==> config.mk <==
export PLATFORM = sky130hd
export DESIGN_NAME = ram_dual_port
export DESIGN_NICKNAME = d
export VERILOG_FILES = /design/src/rtl/ram_pkg.sv /design/src/rtl/ram_dual_port_rd_mux.sv /design/src/rtl/ram_dual_port.sv
export SDC_FILE = /design/constraint.sdc
export NUM_CORES = 1
export LEC_CHECK = 0
export ABC_AREA = 0
export BUFFER_PORTS_ARGS = -buffer_cell sky130_fd_sc_hd__buf_2
export CAP_MARGIN = 40
export CORE_AREA = 2 2 125 157
export DETAILED_ROUTE_END_ITERATION = 16
export DIE_AREA = 0 0 127 159
export GPL_ROUTABILITY_DRIVEN = 0
export PLACE_DENSITY_LB_ADDON = 0.08
export REMOVE_ABC_BUFFERS = 1
export SYNTH_ARGS = -nofsm -noshare
export SYNTH_HDL_FRONTEND = slang
export SYNTH_HIERARCHICAL = 1
export SYNTH_SLANG_ARGS = --single-unit
==> constraint.sdc <==
create_clock -name clk -period 4.4 [get_ports clk]
set_clock_uncertainty 0.15 [all_clocks]
set_input_delay 0.88 -clock clk [delete_from_list [all_inputs] [get_ports clk]]
set_output_delay 0.88 -clock clk [all_outputs]
set_load 0.02 [all_outputs]
==> src/rtl/ram_pkg.sv <==
// Shared constants and word type for the dual-port RAM.
// Pulled in by the top level and its read mux.
package ram_pkg;
  localparam int RAM_DATA_W = 8;
  localparam int RAM_ADDR_W = 4;
  localparam int RAM_DEPTH  = 16;

  typedef logic [RAM_DATA_W-1:0] ram_word_t;
endpackage

==> src/rtl/ram_dual_port_rd_mux.sv <==
// Read-address decode with write-first bypass.
// Out-of-range reads return zero.
module ram_dual_port_rd_mux
  import ram_pkg::*;
#(
  parameter int DATA_W = RAM_DATA_W,
  parameter int ADDR_W = RAM_ADDR_W,
  parameter int DEPTH  = RAM_DEPTH
) (
  input  logic [DEPTH-1:0][DATA_W-1:0] mem,
  input  logic [ADDR_W-1:0]            raddr,
  input  logic [ADDR_W-1:0]            waddr,
  input  logic                         we,
  input  logic [DATA_W-1:0]            data_in,
  output logic [DATA_W-1:0]            rd_data
);
  logic r_ok;
  logic hit;

  always_comb begin
    r_ok    = 32'(raddr) < DEPTH;
    hit     = we && (waddr == raddr);
    rd_data = '0;
    unique case (1'b1)
      !r_ok:   rd_data = '0;
      hit:     rd_data = data_in;
      default: rd_data = mem[raddr];
    endcase
  end
endmodule

==> src/rtl/ram_dual_port.sv <==
// Simple dual-port RAM: one write port, one registered read port.
// Async reset clears the storage and the output register.
module ram_dual_port
  import ram_pkg::*;
#(
  parameter int DATA_W = RAM_DATA_W,
  parameter int ADDR_W = RAM_ADDR_W,
  parameter int DEPTH  = RAM_DEPTH
) (
  input  logic              clk,
  input  logic              rst,
  input  logic [ADDR_W-1:0] waddr,
  input  logic [ADDR_W-1:0] raddr,
  input  logic              we,
  input  logic              re,
  input  logic [DATA_W-1:0] data_in,
  output logic [DATA_W-1:0] data_out
);
  logic [DEPTH-1:0][DATA_W-1:0] mem_q, mem_d;
  logic [DATA_W-1:0]            data_out_q, data_out_d;
  logic [DATA_W-1:0]            rd_data;
  logic                         w_ok;

  ram_dual_port_rd_mux #(
    .DATA_W (DATA_W),
    .ADDR_W (ADDR_W),
    .DEPTH  (DEPTH)
  ) u_rd_mux (
    .mem     (mem_q),
    .raddr   (raddr),
    .waddr   (waddr),
    .we      (we),
    .data_in (data_in),
    .rd_data (rd_data)
  );

  always_comb begin
    w_ok  = 32'(waddr) < DEPTH;
    mem_d = mem_q;
    if (we && w_ok)
      mem_d[waddr] = data_in;
    data_out_d = re ? rd_data : data_out_q;
  end

  always_ff @(posedge clk or posedge rst) begin
    if (rst) begin
      mem_q      <= '0;
      data_out_q <= '0;
    end else begin
      mem_q      <= mem_d;
      data_out_q <= data_out_d;
    end
  end

  assign data_out = data_out_q;
endmodule

==> flow_metrics.py, run 1 <==
metrics = {
    "status": {
        "status": "finished, final reports clean",
    },
    "clocking": {
        "post-cts-setup-buffers": 0,
        "clock-root-buffer": "sky130_fd_sc_hd__clkbuf_16",
        "path_clk_slew_ps": 60,
        "cts-buffers-inserted": 17,
        "cts_buffer_depth": 2,
        "post_cts_resized": 0,
        "tritoncts": "done",
        "clkSinkCount": 136,
        "cts-htree-levels": 4,
        "clock_latency_late_sink_ps": 420,
        "holdBufCountCts": 0,
    },
    "yosys": {
        "synth_compound_gate_area_share_pct": 0,
        "synth_cells": 393,
        "synthSimpleGateAreaFrac_pct": 2.638,
        "largest_family_of_logic_cells_by_synthesized_area": "multiplexers",
        "mux_contribution_to_synthesized_area_pct": 41.55,
        "count_of_flip_flops_with_a_built_in_enable_after_synthesis": 0,
        "top_area_cell_type_share_of_the_netlist_area_pct": 52.76,
        "avgSynthCellArea_sq_um": 16.41,
        "dominantRegCellSynth": "sky130_fd_sc_hd__dfrtp_1",
        "synth-seq-area-share_pct": 52.76,
        "postSynthRegisterBits": 136,
        "summed_instance_area_of_the_synthesized_netlist_sq_um": 6450,
        "synthAdderAreaFrac_pct": 0,
        "synthXorXnorAreaFrac_pct": 0.5432,
        "post_synth_num_cell_types": 23,
        "synth-warning-count": 6,
        "synthTopCellsByArea": "sky130_fd_sc_hd__dfrtp_1 (53%), sky130_fd_sc_hd__mux2_2 (22%), sky130_fd_sc_hd__mux4_1 (11%)",
        "synth_top_area_cell": "sky130_fd_sc_hd__dfrtp_1",
        "ffs_w_async_s_r_synth_pct": 100.0,
    },
    "timing": {
        "max-slew-margin-rel_pct": 49.24,
        "final_hold_violating_endpoints": 0,
        "fmaxAchievable_mhz": 350.6,
        "final_max_slew_viol_count": 0,
        "setup_viol_count_final": 0,
        "worstMarginPinSlew_ps": 760.7,
        "post-route-worst-setup-slack_ps": 1548,
        "grt_setup_unrepaired": "false",
        "layout_min_cycle_time_ps": 2852,
        "final.period_utilization_pct": 64.83,
    },
    "global_route": {
        "busiest_layer": "met2",
        "grt_met3_use_pct": 3.495,
        "grt_pass1_vias": 3743,
        "gr-usage-met1_pct": 21.71,
        "grt_remaining_overflow": 0,
        "groute.usage.overall_pct": 15.92,
        "grt_start_max_net_pins": 55,
        "antenna_violations_before_repair": 0,
        "globalRouteMet2Util_pct": 25.59,
        "grt_pass1_wl_mm": 23.49,
    },
    "routing": {
        "drt-pass1-iter-count": 4,
        "initialDrtViolationCount": 172,
        "route.detailed.wl_per_inst_um": 22.61,
        "detail_route.drc_violations": 0,
        "final_antenna_net_count": 0,
        "via_count": 3456,
        "viasPerCell": 5.181,
        "detail_route.wirelength_mm": 15.08,
    },
    "worst_hold_path": {
        "hold_path_class": "input pin to async pin",
    },
    "critical_path": {
        "crit_path_end_kind": "register",
        "cell_at_the_slowest_stage_of_the_critical_path": "sky130_fd_sc_hd__mux4_1",
        "timing.setup.critical_path_class": "input pin to register",
        "cp_data_arrival_time_ps": 3000,
        "critical_path.cell_chain": "buf_2 > buf_4 > mux4_1 > mux2i_1 > mux2i_1 > mux2_2 > mux2_2",
        "max_stage_delay_ps": 560,
        "startpoint_type": "input pin",
        "worstPathRequired_ps": 4550,
        "timing.critical_path.fanout_max": 12,
    },
    "placed_design": {
        "cell_area_after_placement_sq_um": 6810,
        "port_buffers": 27,
        "pre_cts_ws_ps": 1082,
        "place.detailed.instances": 635,
        "hpwl_mm": 9.621,
    },
    "final_layout": {
        "multi_input_comb_area_sq_um": 2885,
        "finish.net_count": 442,
        "final-instance-count-excl-fill": 667,
        "area_growth_syn_to_layout_pct": 15.44,
        "diodes": 0,
        "post-route-cell-area_sq_um": 7446,
        "register_area_sq_um": 3403,
        "fraction_of_final_layout_cells_sized_beyond_drive_strength_1_pct": 48.74,
        "fill_cells": 1715,
    },
    "flow_run": {
        "maxCapViolations": 0,
    },
    "power": {
        "vdd_drop_max_mv": 0.2596,
        "power_density_nw_per_um2": 524.7,
        "static-leakage-power_nw": 3.269,
    },
    "floorplanning": {
        "design.die.area_sq_um": 20190,
        "placementRows": 56,
        "core-area_sq_um": 18640,
        "floorplan.io_pins": 28,
        "initial_utilization_pct": 34.61,
        "floorplan.die.height_um": 159,
        "fp.dieW_um": 127,
    },
}
-- final cells by class --
cell class | instances | share of cell area, %
clock buffers | 19 | 5.949
clock inverters | 13 | 2.588
inverters | 1 | 0.1176
multi-input cells | 230 | 38.75
flip-flops and latches | 136 | 45.71
well taps | 232 | 3.898
repair buffers | 36 | 2.991
-- stage by stage --
step | power (W) | setup TNS [ps] | util (%) | hold slack [ps]
after floorplan | 0.002181 | -36650 | - | 305.8
after global placement | 0.002382 | 0 | 36.39 | 317.3
after detailed placement | 0.002416 | 0 | 36.54 | 327.3
after CTS | 0.003966 | 0 | 39.95 | 308.8
after global routing | 0.004108 | 0 | 39.95 | 310.4
final | 0.003907 | 0 | 39.95 | 300.0
-- synthesized netlist by cell type (3+ instances only) --
| master | n |
|---|---|
| sky130_fd_sc_hd__mux4_2 | 6 |
| sky130_fd_sc_hd__xor2_1 | 3 |
| sky130_fd_sc_hd__buf_6 | 6 |
| sky130_fd_sc_hd__clkbuf_1 | 12 |
| sky130_fd_sc_hd__nor2_2 | 9 |
| sky130_fd_sc_hd__nand2_1 | 3 |
| sky130_fd_sc_hd__or3_1 | 3 |
| sky130_fd_sc_hd__dfrtp_1 | 136 |
| sky130_fd_sc_hd__mux2_2 | 128 |
| sky130_fd_sc_hd__mux4_1 | 26 |
| sky130_fd_sc_hd__mux2_1 | 16 |
| sky130_fd_sc_hd__buf_2 | 6 |
| sky130_fd_sc_hd__nand2b_1 | 4 |
| sky130_fd_sc_hd__mux2i_1 | 24 |
-- where the power goes --
group	total, W	internal (W)	switching, W
combinational	0.000678	0.000410	0.000268
sequential	0.00170	0.00155	0.000145
clock	0.00153	0.000970	0.000562
total	0.00391	0.00293	0.000976
-- state kept, by name, indices dropped and copies added, names as in the netlist --
register	flops
mem_q	128
data_out	8
-- worst paths after layout --
check                           startpoint          end  slack [ps]  cells after the start
worst max-delay path              raddr[0]  data_out[6]        1550                      7
worst min-delay path                   rst    mem_q[15]         300                      2
worst max register to register   mem_q[62]  data_out[6]        2330                      5
worst min register to register   mem_q[71]    mem_q[71]         340                      1
max in group asynchronous              rst  data_out[0]        2810                      4
min in group clk                 mem_q[71]    mem_q[71]         340                      1
-- layout by cell type (no fill, tap or decap), types with 2 or more instances in the layout --
cell / instances
sky130_fd_sc_hd__mux2_1: 16
sky130_fd_sc_hd__nand3b_1: 2
sky130_fd_sc_hd__clkbuf_16: 17
sky130_fd_sc_hd__nand2b_1: 4
sky130_fd_sc_hd__xor2_1: 3
sky130_fd_sc_hd__dfrtp_1: 136
sky130_fd_sc_hd__clkinvlp_4: 5
sky130_fd_sc_hd__inv_6: 4
sky130_fd_sc_hd__mux2_2: 128
sky130_fd_sc_hd__buf_4: 8
sky130_fd_sc_hd__bufinv_16: 4
sky130_fd_sc_hd__mux4_1: 26
sky130_fd_sc_hd__nand2_1: 3
sky130_fd_sc_hd__mux4_2: 6
sky130_fd_sc_hd__buf_2: 27
sky130_fd_sc_hd__nor2_2: 9
sky130_fd_sc_hd__or3_1: 3
sky130_fd_sc_hd__mux2i_1: 24
-- worst max-delay path: cells and delay by family --
| kind | cells | cell delay [ps] |
|---|---|---|
| buffers and inverters | 2 | 610 |
| muxes | 5 | 1500 |
-- cells by family (layout without fill, tap and decap cells) --
logic type	count (synthesis)	after routing
flip-flops	136	136
buffers and inverters	27	69
AND/OR/NAND/NOR	26	26
multiplexers	200	200
XOR/XNOR	4	4
-- metal layers --
| metal | vias to the layer above | part of all wire [%] | wire (um) |
|---|---|---|---|
| met5 | - | 0 | 0 |
| met4 | 0 | 0.72 | 109 |
| met3 | 9 | 2.6 | 393 |
| met2 | 48 | 49 | 7464 |
| met1 | 1850 | 47 | 7114 |
| li1 | 1549 | - | - |
Note: power is estimated with default switching activity, not from simulation.
==> run 2, diff against run 1 <==
ABC_AREA = 1   (was 0)
CORE_AREA = 2 2 133 168   (was 2 2 125 157)
DIE_AREA = 0 0 135 170   (was 0 0 127 159)
clock period = 2.3 ns   (was 4.4 ns; I/O delays follow)
==> flow_metrics.py, run 2 <==
metrics = {
    "critical_path": {
        "setup.worst_path.start": "raddr[0]",
        "cp-endpoint": "data_out[0]",
        "startpoint_type": "input pin",
        "critical_path.reg2reg.startpoint": "mem_q[101]",
        "reg2reg_depth": 9,
        "worstPathRequired_ps": 2450,
        "timing.critical_path.fanout_max": 34,
        "r2r_setup_slack_ps": 720,
        "crit_path_end_kind": "register",
        "timing.setup.critical_path_class": "input pin to register",
        "cp_data_arrival_time_ps": 1840,
        "crit-reg2reg-capture": "data_out[5]",
    },
    "floorplanning": {
        "design.die.area_sq_um": 22950,
        "initial_utilization_pct": 34.51,
        "fp.dieW_um": 135,
        "placementRows": 60,
        "core-area_sq_um": 21320,
        "floorplan.die.height_um": 170,
        "floorplan.io_pins": 28,
    },
    "routing": {
        "detail_route.wirelength_mm": 23.94,
        "via_count": 6552,
        "viasPerCell": 4.776,
        "initialDrtViolationCount": 400,
        "detail_route.drc_violations": 0,
        "route.detailed.wl_per_inst_um": 17.45,
        "final_antenna_net_count": 0,
        "drt-pass1-iter-count": 5,
    },
    "global_route": {
        "grt_remaining_overflow": 0,
        "antenna_violations_before_repair": 0,
        "grt_pass1_vias": 6605,
        "grt_start_max_net_pins": 58,
        "groute.usage.overall_pct": 21.97,
        "grt_pass1_wl_mm": 38.27,
    },
    "yosys": {
        "summed_instance_area_of_the_synthesized_netlist_sq_um": 7357,
        "top_area_cell_type_share_of_the_netlist_area_pct": 46.26,
        "synth_top_area_cell": "sky130_fd_sc_hd__dfrtp_1",
        "synthAdderAreaFrac_pct": 0,
        "ffs_w_async_s_r_synth_pct": 100.0,
        "synth_compound_gate_area_share_pct": 1.786,
        "count_of_flip_flops_with_a_built_in_enable_after_synthesis": 0,
        "synth_cells": 1054,
        "largest_family_of_logic_cells_by_synthesized_area": "simple AND/OR/NAND/NOR gates",
        "postSynthRegisterBits": 136,
        "synth.cells.most_frequent": "sky130_fd_sc_hd__nand2_1 (533), sky130_fd_sc_hd__dfrtp_1 (136), sky130_fd_sc_hd__inv_1 (120)",
        "avgSynthCellArea_sq_um": 6.980,
        "dominantRegCellSynth": "sky130_fd_sc_hd__dfrtp_1",
        "post_synth_num_cell_types": 22,
        "synthXorXnorAreaFrac_pct": 0.1190,
        "synthTopCellsByArea": "sky130_fd_sc_hd__dfrtp_1 (46%), sky130_fd_sc_hd__nand2_1 (27%), sky130_fd_sc_hd__nand3_1 (7.3%)",
        "mux_contribution_to_synthesized_area_pct": 1.224,
        "synthSimpleGateAreaFrac_pct": 40.10,
        "yosys.cell_count.top_type": "sky130_fd_sc_hd__nand2_1",
        "synth-warning-count": 6,
        "synth-seq-area-share_pct": 46.26,
    },
    "timing": {
        "worstMarginPinSlew_ps": 635.9,
        "grt_setup_unrepaired": "false",
        "setup_viol_count_final": 0,
        "fmaxAchievable_mhz": 591.8,
        "max-slew-margin-rel_pct": 57.45,
        "final_hold_violating_endpoints": 0,
        "post-route-worst-setup-slack_ps": 610.1,
        "layout_min_cycle_time_ps": 1690,
        "final_max_slew_viol_count": 0,
        "final.period_utilization_pct": 73.47,
        "hold-worst-slack_ps": 265.2,
    },
    "flow_run": {
        "maxCapViolations": 0,
    },
    "final_layout": {
        "post-route-cell-area_sq_um": 8492,
        "final-instance-count-excl-fill": 1372,
        "finish.net_count": 1101,
        "layout_commonest_cell": "sky130_fd_sc_hd__nand2_1",
        "max_flop_register": "mem_q",
        "multi_input_comb_area_sq_um": 3181,
        "fill_cells": 2308,
        "area_growth_syn_to_layout_pct": 15.43,
        "diodes": 0,
        "fraction_of_final_layout_cells_sized_beyond_drive_strength_1_pct": 11.53,
        "register_area_sq_um": 3403,
        "most_used_cells_in_the_layout_excluding_fill_and_tap_cells": "sky130_fd_sc_hd__nand2_1 (533), sky130_fd_sc_hd__dfrtp_1 (136), sky130_fd_sc_hd__inv_1 (119)",
        "largest_register_ffs": 128,
    },
    "clocking": {
        "clock-root-buffer": "sky130_fd_sc_hd__clkbuf_16",
        "clock_latency_late_sink_ps": 420,
        "cts_buffer_depth": 2,
        "cts-buffers-inserted": 17,
        "path_clk_slew_ps": 60,
        "tritoncts": "done",
        "clkSinkCount": 136,
        "cts-htree-levels": 4,
    },
    "power": {
        "vdd_drop_max_mv": 0.5581,
        "power_density_nw_per_um2": 865.0,
        "static-leakage-power_nw": 4.660,
    },
    "placed_design": {
        "hpwl_mm": 16.47,
        "cell_area_after_placement_sq_um": 7910,
        "place.detailed.instances": 1340,
        "pre_cts_ws_ps": 198.6,
        "port_buffers": 27,
    },
    "worst_hold_path": {
        "holdCritStartpoint": "data_in[4]",
        "hold_path_class": "input pin to register",
    },
    "status": {
        "status": "finished, final reports clean",
    },
}
run 2: cell types whose count changed after synthesis, sizes merged, moves of 3 or more:
cell,change
nand4,+40
o21bai,+16
mux2,-136
clkbuf,+7
buf,+25
inv,+126
nand3,+109
nand2,+532
or3,-3
nand2b,-4
nor2,+11
mux4,-32
mux2i,-24
run 2: worst min path at each step:
stage | end | cells past startpoint
6_report | mem_q[84] | 3
5_1_grt | mem_q[84] | 3
4_1_cts | mem_q[52] | 3
3_5_place_dp | mem_q[122] | 2
3_3_place_gp | mem_q[122] | 2
2_1_floorplan | mem_q[101] | 2
run 2: cell families after synthesis:
group | after synthesis
and+or+nand+nor | 706
xor gates and xnor gates | 1
DFF | 136
buffers and inverters | 185
muxes | 8
AOI/OAI and AO/OA | 18
run 2: worst max-delay path, cell delays in order:
cell,delay [ps]
sky130_fd_sc_hd__buf_2,140
sky130_fd_sc_hd__inv_2,110
sky130_fd_sc_hd__buf_12,190
sky130_fd_sc_hd__o22ai_1,130
sky130_fd_sc_hd__nor2_4,220
sky130_fd_sc_hd__nand3_4,150
sky130_fd_sc_hd__nand2_1,100
sky130_fd_sc_hd__nand2_1,50
sky130_fd_sc_hd__mux2_2,260
run 2: report_power, final:
part | internal [W] | switching, W
Clock | 0.00161 | 0.00110
Sequential | 0.00289 | 0.000281
Combinational | 0.000530 | 0.000930
Total | 0.00503 | 0.00231
run 2: area by class of cell:
class | count | share of cell area, %
Sequential cell | 136 | 40.08
Multi-Input combinational cell | 733 | 37.45
Clock inverter | 12 | 1.518
Inverter | 127 | 5.673
Timing Repair Buffer | 66 | 5.953
Tap cell | 279 | 4.111
Clock buffer | 19 | 5.216
run 2: what timing repair did:
item / CTS / global route
hold buffers: 1 / 0
resized for setup: 0 / 0
buffers inserted: 0 / 0
hold endpoints to repair: 10 / 0
run 2: metrics by stage:
step                      total power [W]  setup TNS (ps)  utilization, %
after floorplan                  0.004080         -265130               -
after global placement           0.004675               0           37.10
after detailed placement         0.004675               0           37.10
after CTS                        0.007414               0           39.83
after global routing             0.007786               0           39.83
final                            0.007346               0           39.83
run 2: per-layer routing:
metal | share of wire [%] | global-route usage (%) | up-vias
met5 | 0 | 0 | -
met4 | 2.0 | 6.476 | 0
met3 | 2.5 | 2.919 | 29
met2 | 47 | 36.11 | 102
met1 | 48 | 30.22 | 3143
li1 | - | - | 3278
